===== config.mk =====
export PLATFORM = sky130hd
export DESIGN_NAME = jtag_ir_master
export DESIGN_NICKNAME = d
export VERILOG_FILES = /design/src/rtl/jtag_pkg.sv /design/src/rtl/jtag_ir_master.sv
export SDC_FILE = /design/constraint.sdc
export NUM_CORES = 1
export LEC_CHECK = 0
export CORE_MARGIN = 10
export CORE_UTILIZATION = 33
export CTS_CLUSTER_SIZE = 24
export DETAILED_ROUTE_END_ITERATION = 6
export PLACE_DENSITY_LB_ADDON = 0.3
export SKIP_CTS_REPAIR_TIMING = 1
export SLEW_MARGIN = 20
export SYNTH_ARGS = -nofsm -noshare
export SYNTH_HDL_FRONTEND = slang
export SYNTH_SLANG_ARGS = --single-unit

===== constraint.sdc =====
create_clock -name TCLK -period 1.5 [get_ports TCLK]
set_input_delay 0.3 -clock TCLK [delete_from_list [all_inputs] [get_ports TCLK]]
set_output_delay 0.3 -clock TCLK [all_outputs]
set_load 0.01 [all_outputs]

===== src/rtl/jtag_pkg.sv =====
// jtag_pkg: shared JTAG definitions.
//   tapState_e       - the 16 IEEE 1149.1 TAP controller states
//   irMasterState_e  - sequencing states of jtag_ir_master
//   TLR_TMS_CYCLES   - TMS=1 cycles that force any TAP into Test-Logic-Reset
//   DEFAULT_IR_WIDTH - default instruction register length
//   tapNext()        - TAP next-state function, driven by TMS
package jtag_pkg;

    localparam int unsigned TLR_TMS_CYCLES   = 5;
    localparam int unsigned DEFAULT_IR_WIDTH = 8;

    typedef enum logic [3:0] {
        TAP_RESET, TAP_IDLE,
        TAP_SEL_DR, TAP_CAP_DR, TAP_SHIFT_DR, TAP_EXIT1_DR,
        TAP_PAUSE_DR, TAP_EXIT2_DR, TAP_UPD_DR,
        TAP_SEL_IR, TAP_CAP_IR, TAP_SHIFT_IR, TAP_EXIT1_IR,
        TAP_PAUSE_IR, TAP_EXIT2_IR, TAP_UPD_IR
    } tapState_e;

    typedef enum logic [3:0] {
        TLR_SEQ, TO_RTI, IDLE, SEL_DR, SEL_IR,
        CAPTURE, SHIFT, EXIT1, UPDATE, DONE
    } irMasterState_e;

    function automatic tapState_e tapNext(input tapState_e cur, input logic tms);
        tapState_e nxt;
        nxt = TAP_RESET;
        case (cur)
            TAP_RESET:    nxt = tms ? TAP_RESET    : TAP_IDLE;
            TAP_IDLE:     nxt = tms ? TAP_SEL_DR   : TAP_IDLE;
            TAP_SEL_DR:   nxt = tms ? TAP_SEL_IR   : TAP_CAP_DR;
            TAP_CAP_DR:   nxt = tms ? TAP_EXIT1_DR : TAP_SHIFT_DR;
            TAP_SHIFT_DR: nxt = tms ? TAP_EXIT1_DR : TAP_SHIFT_DR;
            TAP_EXIT1_DR: nxt = tms ? TAP_UPD_DR   : TAP_PAUSE_DR;
            TAP_PAUSE_DR: nxt = tms ? TAP_EXIT2_DR : TAP_PAUSE_DR;
            TAP_EXIT2_DR: nxt = tms ? TAP_UPD_DR   : TAP_SHIFT_DR;
            TAP_UPD_DR:   nxt = tms ? TAP_SEL_DR   : TAP_IDLE;
            TAP_SEL_IR:   nxt = tms ? TAP_RESET    : TAP_CAP_IR;
            TAP_CAP_IR:   nxt = tms ? TAP_EXIT1_IR : TAP_SHIFT_IR;
            TAP_SHIFT_IR: nxt = tms ? TAP_EXIT1_IR : TAP_SHIFT_IR;
            TAP_EXIT1_IR: nxt = tms ? TAP_UPD_IR   : TAP_PAUSE_IR;
            TAP_PAUSE_IR: nxt = tms ? TAP_EXIT2_IR : TAP_PAUSE_IR;
            TAP_EXIT2_IR: nxt = tms ? TAP_UPD_IR   : TAP_SHIFT_IR;
            TAP_UPD_IR:   nxt = tms ? TAP_SEL_DR   : TAP_IDLE;
            default:      nxt = TAP_RESET;
        endcase
        return nxt;
    endfunction

endpackage


===== src/rtl/jtag_ir_master.sv =====
// jtag_ir_master: loads an instruction into a target TAP instruction register.
//   TCLK, TRESETN - clock shared with the target TAP, async active-low reset
//   start, instr  - load request and instruction word (taken while ready=1)
//   ready         - idle in Run-Test/Idle, able to accept
//   done          - one-cycle pulse when the load completes
//   tdo_data      - word shifted out of the target, LSB = first bit out
//   TMS, TDI, TDO - serial JTAG signals (TMS/TDI registered)
module jtag_ir_master
    import jtag_pkg::*;
#(
    parameter int unsigned IR_WIDTH         = DEFAULT_IR_WIDTH,
    parameter int unsigned RESET_TMS_CYCLES = TLR_TMS_CYCLES
) (
    input  logic                TCLK,
    input  logic                TRESETN,
    input  logic                start,
    input  logic [IR_WIDTH-1:0] instr,
    output logic                ready,
    output logic                done,
    output logic [IR_WIDTH-1:0] tdo_data,
    output logic                TMS,
    output logic                TDI,
    input  logic                TDO
);

    localparam int unsigned CNT_MAX = (IR_WIDTH > RESET_TMS_CYCLES) ? IR_WIDTH : RESET_TMS_CYCLES;
    localparam int unsigned CW      = (CNT_MAX > 1) ? $clog2(CNT_MAX) : 1;

    irMasterState_e      state;
    logic [CW-1:0]       bitCnt;
    logic [IR_WIDTH-1:0] shiftReg;
    logic [IR_WIDTH-1:0] capReg;

    // Because TMS/TDI are registered, each state label names the TAP state the
    // target enters at the end of that cycle. The target therefore sits in
    // Shift-IR one cycle after the master's SHIFT cycles: TDI is presented one
    // cycle late, and TDO is sampled on the edges ending SHIFT counts 1..N-1
    // plus the EXIT1 cycle.
    always_ff @(posedge TCLK or negedge TRESETN) begin
        if (!TRESETN) begin
            state    <= TLR_SEQ;
            bitCnt   <= '0;
            shiftReg <= '0;
            capReg   <= '0;
            TMS      <= 1'b1;
            TDI      <= 1'b0;
            ready    <= 1'b0;
            done     <= 1'b0;
            tdo_data <= '0;
        end else begin
            done <= 1'b0;
            case (state)
                TLR_SEQ: begin
                    if (bitCnt == CW'(RESET_TMS_CYCLES - 1)) begin
                        bitCnt <= '0;
                        state  <= TO_RTI;
                        TMS    <= 1'b0;
                    end else begin
                        bitCnt <= bitCnt + CW'(1);
                    end
                end
                TO_RTI: begin
                    state <= IDLE;
                    ready <= 1'b1;
                    TMS   <= 1'b0;
                end
                IDLE: begin
                    if (start) begin
                        state    <= SEL_DR;
                        shiftReg <= instr;
                        ready    <= 1'b0;
                        TMS      <= 1'b1;
                    end
                end
                SEL_DR: begin
                    state <= SEL_IR;
                    TMS   <= 1'b1;
                end
                SEL_IR: begin
                    state <= CAPTURE;
                    TMS   <= 1'b0;
                end
                CAPTURE: begin
                    state <= SHIFT;
                    TMS   <= 1'b0;
                end
                SHIFT: begin
                    TDI      <= shiftReg[0];
                    shiftReg <= shiftReg >> 1;
                    if (bitCnt != '0)
                        capReg <= {TDO, capReg[IR_WIDTH-1:1]};
                    if (bitCnt == CW'(IR_WIDTH - 1)) begin
                        bitCnt <= '0;
                        state  <= EXIT1;
                        TMS    <= 1'b1;
                    end else begin
                        bitCnt <= bitCnt + CW'(1);
                    end
                end
                EXIT1: begin
                    TDI    <= 1'b0;
                    capReg <= {TDO, capReg[IR_WIDTH-1:1]};
                    state  <= UPDATE;
                    TMS    <= 1'b1;
                end
                UPDATE: begin
                    state    <= DONE;
                    TMS      <= 1'b0;
                    done     <= 1'b1;
                    tdo_data <= capReg;
                end
                DONE: begin
                    state <= IDLE;
                    ready <= 1'b1;
                end
                default: begin
                    state  <= TLR_SEQ;
                    bitCnt <= '0;
                    TMS    <= 1'b1;
                    TDI    <= 1'b0;
                    ready  <= 1'b0;
                end
            endcase
        end
    end

endmodule


==> flow_summary.yaml, run 1 <==
power:
  p_switching_mw: 1.796
  power_density_nw_per_um2: 2082
  vdd.ir_drop.worst_mv: 0.9118
  p_int_mw: 3.337
  p_leak_nw: 1.275
  p_comb_frac: 0.538
  power_frac_clock: 0.131
  power_switching_share: 0.3500
  seq_power_share: 0.331
timing:
  finalCritPeriodShare: 1.071
  setup_ws_ns: -0.1070
  finalSetupViolCount: 21
  fin_crit_ns: 1.607
  fmax_mhz: 622.3
  finalHoldViolCount: 0
  clock_skew_ns: 0.008484
  worstMarginPinSlew_ns: 0.2820
  slew_headroom: 0.8093
  slew_violations: 0
  whs_ns: 0.3745
  rsz0062_at_grt: "yes"
final_layout:
  syn2layout_area_growth_pct: 36.43
  drive_gt1_frac: 0.4021
  antennaDiodeCount: 0
  instances_no_fill: 264
  nets: 208
  final_core_utilization: 0.4736
  fill_cells: 492
die:
  die_h_um: 93.99
  start_util: 0.3471
  die_area_sq_um: 8834
  die_x_um: 93.99
  row_count: 26
  io_pins: 24
  core_sq_um: 5205
synth:
  ys.warnings.count: 0
  synth_enable_flop_cells: 0
  synth_flop_cell: "dfrtp_1"
  async_flop_share: 1.000
  ys_ff_latch: 35
  syn_nets: 162
  syn-instance-count: 147
  yosysSeqAreaShare: 0.4855
  yosysUniqueCellTypes: 41
  synth_area_sq_um: 1807
  avgSynthCellArea_sq_um: 12.29
setup_path:
  crit_fanout: 7
  start_kind: "register"
  rr_endpoint: "shiftReg[0]"
  r2r_start: "state[0]"
  arrival_ns: 1.78
  cp-end-kind: "register"
  required_ns: 1.67
  path_class: "register to register"
  r2r_slack_ns: -0.11
  r2r_cells: 4
routing:
  viasPerCell: 4.883
  ant_nets: 0
  detail_route.iter0.violations: 62
  wl_per_cell_um: 14.91
  vias: 1289
  remaining_drc_errors: 0
  finalWirelength_um: 3937
  first_pass_iters: 4
job:
  cap_violations: 0
global_routing:
  grt_usage: 0.09149
  antenna_found_initial: 0
  grt_pass1_vias: 1345
  grt_max_degree: 36
  overflow: 0
  grt_pass1_wl_um: 6603
placement:
  dp_hpwl_um: 2683
  place_congestion: 0.7989
  portBuffers: 23
  dp.cells: 251
clocking:
  clk_pin_slew_ns: 0.08
  root_buffer: "clkbuf_8"
  cts_buffers: 5
  cts_sinks: 35
  clk_latency_ns: 0.29
  htree_levels: 2
  ctsLongestPathBuffers: 2
  cts_tree: "built"
min_path:
  hp-class: "input port to asynchronous set/reset pin"
outcome:
  violations: "setup timing"
  status: "finished with violations"
-- per-stage QoR --
step | setup TNS (ns) | total power, mW | setup slack, ns | cell area [sq um]
6_report | -0.8969 | 5.133 | -0.1070 | 2465
2_1_floorplan | -0.02964 | 3.380 | -0.005245 | 1819
4_1_cts | -1.488 | 4.942 | -0.1774 | 2331
5_1_grt | -2.169 | 5.553 | -0.1475 | 2465
3_3_place_gp | -0.8795 | 4.153 | -0.09559 | 2246
3_5_place_dp | -1.265 | 4.254 | -0.1219 | 2246
-- critical path: stages (launching register included) --
cell and delay, ns:
dfrtp_1 0.43, buf_6 0.14, or3b_4 0.40, nor2_8 0.18
mux2_2 0.35
-- synthesized netlist by cell type (all sizes together), types with 2 or more instances --
library cell / number / area [sq um]
ha: 3 / 37.54
nand2b: 2 / 12.51
o21ai: 12 / 60.06
clkbuf: 3 / 11.26
dfrtp: 34 / 850.8
and3b: 3 / 26.28
mux2: 30 / 364.1
a21oi: 2 / 10.01
buf: 8 / 57.55
nor2b: 5 / 31.28
nand2: 8 / 30.03
nor2: 6 / 38.79
nor4b: 3 / 26.28
inv: 5 / 18.77
xor2: 2 / 17.52
-- layer usage --
metal,wire length [um],GRT usage,up-vias
met4,19,0.01899,0
met5,0,0,-
met3,238,0.04157,4
met2,1788,0.1382,25
li1,-,-,620
met1,1890,0.1169,640
-- power groups by stage --
| stage | combinational, mW | clock, mW | sequential (mW) |
|---|---|---|---|
| finish | 2.76 | 0.674 | 1.70 |
| CTS | 2.58 | 0.692 | 1.66 |
| global placement | 2.50 | 0 | 1.65 |
| floorplan | 1.71 | 0 | 1.67 |
| detailed placement | 2.58 | 0 | 1.68 |
| global route | 3.05 | 0.745 | 1.76 |
-- cells by family (layout without fill, tap and decap cells) --
kind of cell,count (synthesis),after routing,share of synthesized area
compound gates,27,27,0.09974
xor+xnor,3,3,0.01455
fa+ha+maj,3,3,0.02078
buf+inv,16,62,0.04847
flops,35,35,0.4855
mux,30,30,0.2015
simple gates,33,34,0.1295
-- area by class of cell --
class                   instances  area, sq um  area share
flip-flops and latches         35        879.6      0.3569
clock inverters                 2        12.51    0.005076
inverters                       5        18.77    0.007614
repair buffers                 49        494.2      0.2005
well taps                      70        87.58     0.03553
clock buffers                   6        72.57     0.02944
multi-input cells              97        899.6      0.3650
-- worst max path at each step --
stage / start / end / cells past startpoint
floorplan: state[0] / shiftReg[2] / 4
global placement: start / shiftReg[4] / 5
detailed placement: start / shiftReg[5] / 5
CTS: TMS / TMS / 1
global route: state[0] / shiftReg[0] / 4
finish: state[0] / shiftReg[0] / 4
-- cell usage in the layout, fill, tap and decap left out, types with 2 or more instances in the layout --
cell and n:
inv_1 4, dlymetal6s2s_1 12, nand2_1 8, ha_1 2, xor2_1 2, nor2_1 5, a21oi_1 2, mux2_2 18
o21ai_0 11, nand2b_1 2, buf_6 5, mux2_4 12, buf_4 19, clkbuf_8 5, and3b_1 3, dfrtp_1 32
clkdlybuf4s50_1 11, dfrtp_2 2, nor2b_1 4
-- sequential cells by signal (all words and copies together) (netlist names) --
| name | count |
|---|---|
| bitCnt | 3 |
| shiftReg | 8 |
| TDI | 1 |
| tdo_data | 8 |
| ready | 1 |
| capReg | 8 |
| TMS | 1 |
| state | 4 |
| done | 1 |
Note: power is estimated with default switching activity, not from simulation.
==> run 2, diff against run 1 <==
PLACE_DENSITY = 0.61   (was not set)
PLACE_DENSITY_LB_ADDON = not set   (was 0.3)
==> flow_summary.yaml, run 2 (same netlist as run 1, synthesis figures left out) <==
final_layout:
  syn2layout_area_growth_pct: 34.21
  nets: 205
  fin_area_sq_um: 2425
  drive_gt1_frac: 0.3822
  largestRegisters: "capReg (8), shiftReg (8), tdo_data (8)"
  final_common_cell: "dfrtp_1"
  ff_latch_area_sq_um: 877.1
  antennaDiodeCount: 0
  multi_input_area_sq_um: 874.6
  final_cell_mix: "dfrtp_1, buf_4, mux2_2"
  fill_cells: 491
clocking:
  ctsLongestPathBuffers: 2
  cts_tree: "built"
  clk_latency_ns: 0.28
  cts_sinks: 35
  root_buffer: "clkbuf_8"
  htree_levels: 2
  clk_pin_slew_ns: 0.07
  cts_buffers: 5
die:
  die_area_sq_um: 8834
  start_util: 0.3471
  die_x_um: 93.99
  die_h_um: 93.99
  core_sq_um: 5205
  row_count: 26
  io_pins: 24
timing:
  fmax_mhz: 626.0
  slew_headroom: 0.8079
  finalHoldViolCount: 0
  clock_skew_ns: 0.006779
  rsz0062_at_grt: "yes"
  finalCritPeriodShare: 1.065
  fin_crit_ns: 1.597
  setup_ws_ns: -0.09745
  slew_violations: 0
  fin_tns_setup_ns: -0.9031
  worstMarginPinSlew_ns: 0.2860
  finalSetupViolCount: 23
routing:
  wl_per_cell_um: 14.28
  remaining_drc_errors: 0
  ant_nets: 0
  vias: 1249
  viasPerCell: 4.785
  detail_route.iter0.violations: 25
  finalWirelength_um: 3727
  first_pass_iters: 4
setup_path:
  crit_fanout: 9
  start_kind: "register"
  cp-end-kind: "register"
  required_ns: 1.67
  arrival_ns: 1.77
  path_class: "register to register"
global_routing:
  overflow: 0
  grt_pass1_wl_um: 6541
  grt_max_degree: 36
  grt_usage: 0.09070
  grt_pass1_vias: 1325
  antenna_found_initial: 0
power:
  vdd.ir_drop.worst_mv: 1.008
  p_leak_nw: 1.249
  power_density_nw_per_um2: 2119
  power_mw: 5.137
outcome:
  status: "finished with violations"
  violations: "setup timing"
placement:
  dpl_cell_area_sq_um: 2261
  portBuffers: 23
  place_congestion: 0.7917
  dp_hpwl_um: 2689
job:
  cap_violations: 0
min_path:
  hp-class: "input port to asynchronous set/reset pin"
run 2: path summary, 6_finish.rpt:
kind | to | cells after the start | start | slack (ns)
worst max-delay path | shiftReg[0] | 3 | state[0] | -0.1
worst min register to register | TDI | 2 | shiftReg[0] | 0.47
worst max register to register | shiftReg[0] | 3 | state[0] | -0.1
worst min-delay path | shiftReg[7] | 2 | TRESETN | 0.38
max in group asynchronous | TMS | 2 | TRESETN | 0.88
min in group TCLK | TDI | 2 | shiftReg[0] | 0.47
run 2: layout make-up:
type,instances,share of cell area
timing repair buffer,47,0.1873
clock inverter,3,0.01806
inverter,5,0.007740
sequential,35,0.3617
multi-input combinational,96,0.3607
clock buffer,5,0.02838
tap,70,0.03612
run 2: power by group:
part	switching (mW)	leakage [nW]	internal, mW
registers	0.275	0.439	1.38
clock network	0.351	0.0581	0.495
logic	1.10	0.752	1.53
total	1.73	1.25	3.41
run 2: metal layers:
metal	track usage	up-vias	share of wire
met5	0	-	0
met4	0.02278	0	0
met3	0.04237	0	0.075
met2	0.1354	27	0.46
met1	0.1151	612	0.46
li1	-	610	-
run 2: through the flow:
step / cells / hold WS, ns / worst slack (ns) / utilization
2_1_floorplan: 147 / 0.004409 / -0.005245 / -
3_3_place_gp: 253 / 0.4620 / -0.09879 / 0.4344
3_5_place_dp: 253 / 0.4626 / -0.1370 / 0.4344
4_1_cts: 261 / 0.3832 / -0.1862 / 0.4560
5_1_grt: 261 / 0.4009 / -0.1546 / 0.4659
6_report: 261 / 0.3835 / -0.09745 / 0.4659
run 2: worst max-delay path, cell delays in order (launching register included):
cell	delay, ns
dfrtp_1	0.40
and4bb_4	0.47
mux2_2	0.35
mux2_2	0.26
==> run 3, diff against run 2 <==
CELL_PAD_IN_SITES_DETAIL_PLACEMENT = 1   (was not set)
CELL_PAD_IN_SITES_GLOBAL_PLACEMENT = 2   (was not set)
PLACE_DENSITY = 0.82   (was 0.61)
==> flow_summary.yaml, run 3 (same netlist as run 1, synthesis figures left out) <==
setup_path:
  worstPathCellList: "and4bb_4 > mux2_4 > mux2_2"
  crit_fanout: 8
  arrival_ns: 1.78
  critPathBufInv: 0
  r2r_start: "state[3]"
  critPathMaxStageDelay_ns: 0.47
  slowest_stage: "and4bb_4"
  crit_path_end: "shiftReg[3]"
  cp_top_family: "multiplexers"
  path_class: "register to register"
  start_kind: "register"
  worstSetupStartpoint: "state[3]"
  required_ns: 1.68
  rr_endpoint: "shiftReg[3]"
  cp.depth: 3
  r2r_cells: 3
  r2r_slack_ns: -0.10
  cp-end-kind: "register"
global_routing:
  antenna_found_initial: 0
  grt_pass1_wl_um: 7279
  grt_pass1_vias: 1487
  grt_usage: 0.1030
  grt_max_degree: 36
  overflow: 0
routing:
  finalWirelength_um: 4522
  viasPerCell: 4.891
  vias: 1301
  wl_per_cell_um: 17.00
  detail_route.iter0.violations: 48
  remaining_drc_errors: 0
  ant_nets: 0
  first_pass_iters: 4
die:
  row_count: 26
  die_area_sq_um: 8834
  io_pins: 24
  die_x_um: 93.99
  die_h_um: 93.99
  start_util: 0.3471
  core_sq_um: 5205
final_layout:
  final_common_cell: "dfrtp_1"
  instances_no_fill: 266
  final_core_utilization: 0.4894
  fin_area_sq_um: 2547
  nets: 210
  syn2layout_area_growth_pct: 41.00
  final_cell_mix: "dfrtp_1, buf_4, mux2_4"
  antennaDiodeCount: 0
  largestRegisters: "capReg (8), shiftReg (8), tdo_data (8)"
  fill_cells: 539
  drive_gt1_frac: 0.4184
timing:
  slew_violations: 0
  finalSetupViolCount: 17
  clock_skew_ns: 0.009771
  fin_crit_ns: 1.604
  rsz0062_at_grt: "yes"
  slew_headroom: 0.7469
  fin_tns_setup_ns: -1.062
  finalCritPeriodShare: 1.069
  worstMarginPinSlew_ns: 0.3769
  whs_ns: 0.3910
  setup_ws_ns: -0.1038
  finalHoldViolCount: 0
  fmax_mhz: 623.5
placement:
  portBuffers: 23
  dpl_cell_area_sq_um: 2246
  dp_hpwl_um: 3116
  dp.cells: 251
  place_congestion: 0.7555
clocking:
  cts_buffers: 5
  root_buffer: "clkbuf_8"
  ctsLongestPathBuffers: 2
  cts_tree: "built"
  clk_latency_ns: 0.29
  cts_sinks: 35
  clk_pin_slew_ns: 0.07
  htree_levels: 2
outcome:
  violations: "setup timing"
  status: "finished with violations"
power:
  p_int_mw: 3.623
  p_leak_nw: 1.305
  p_switching_mw: 1.894
  power_density_nw_per_um2: 2166
  p_comb_frac: 0.534
  power_switching_share: 0.3433
  seq_power_share: 0.307
  vdd.ir_drop.worst_mv: 0.8974
  power_frac_clock: 0.159
min_path:
  hp-class: "input port to asynchronous set/reset pin"
job:
  cap_violations: 0
[run 3: cell types whose count changed in the layout (fill, tap and decap cells not counted), sizes merged]
cell    change
buf         +5
clkbuf      +1
clkinv      -1
[run 3: layout make-up]
class,instances,area (sq um),area share
multi-input cells,96,938.4,0.3684
clock inverters,2,35.03,0.01375
flip-flops and latches,35,878.3,0.3448
well taps,70,87.58,0.03438
repair buffers,52,506.7,0.1989
inverters,5,18.77,0.007367
clock buffers,6,82.58,0.03242
[run 3: how the worst min path moves through the flow]
stage	start	to	slack, ns	cells after the start
detailed placement	shiftReg[0]	TDI	0.49	2
global route	TRESETN	tdo_data[4]	0.39	2
CTS	TRESETN	bitCnt[0]	0.39	2
global placement	shiftReg[0]	TDI	0.47	2
floorplan	TRESETN	TDI	0.004	0
finish	TRESETN	capReg[7]	0.39	2
[run 3: power groups by stage]
stage | registers, mW | clock network [mW] | logic [mW]
final | 1.69 | 0.875 | 2.95
after global routing | 1.76 | 0.960 | 3.23
after CTS | 1.68 | 0.895 | 2.65
after detailed placement | 1.69 | 0 | 2.62
after global placement | 1.65 | 0 | 2.49
after floorplan | 1.67 | 0 | 1.71
[run 3: worst reg2reg max path, delay by kind of cell (launching register included)]
family	cells	cell delay, ns
DFF	1	0.44
and+or+nand+nor	1	0.47
muxes	2	0.58
[run 3: metrics by stage]
stage	setup WS, ns	total power [mW]
final	-0.1038	5.518
after CTS	-0.1786	5.221
after global placement	-0.09731	4.143
after global routing	-0.1392	5.948
after detailed placement	-0.1201	4.318
after floorplan	-0.005245	3.380
[run 3: layer usage]
layer,GRT usage,share of wire
met1,0.1141,0.41
met2,0.1763,0.53
met3,0.04237,0.047
met4,0.03038,0.012
met5,0,0
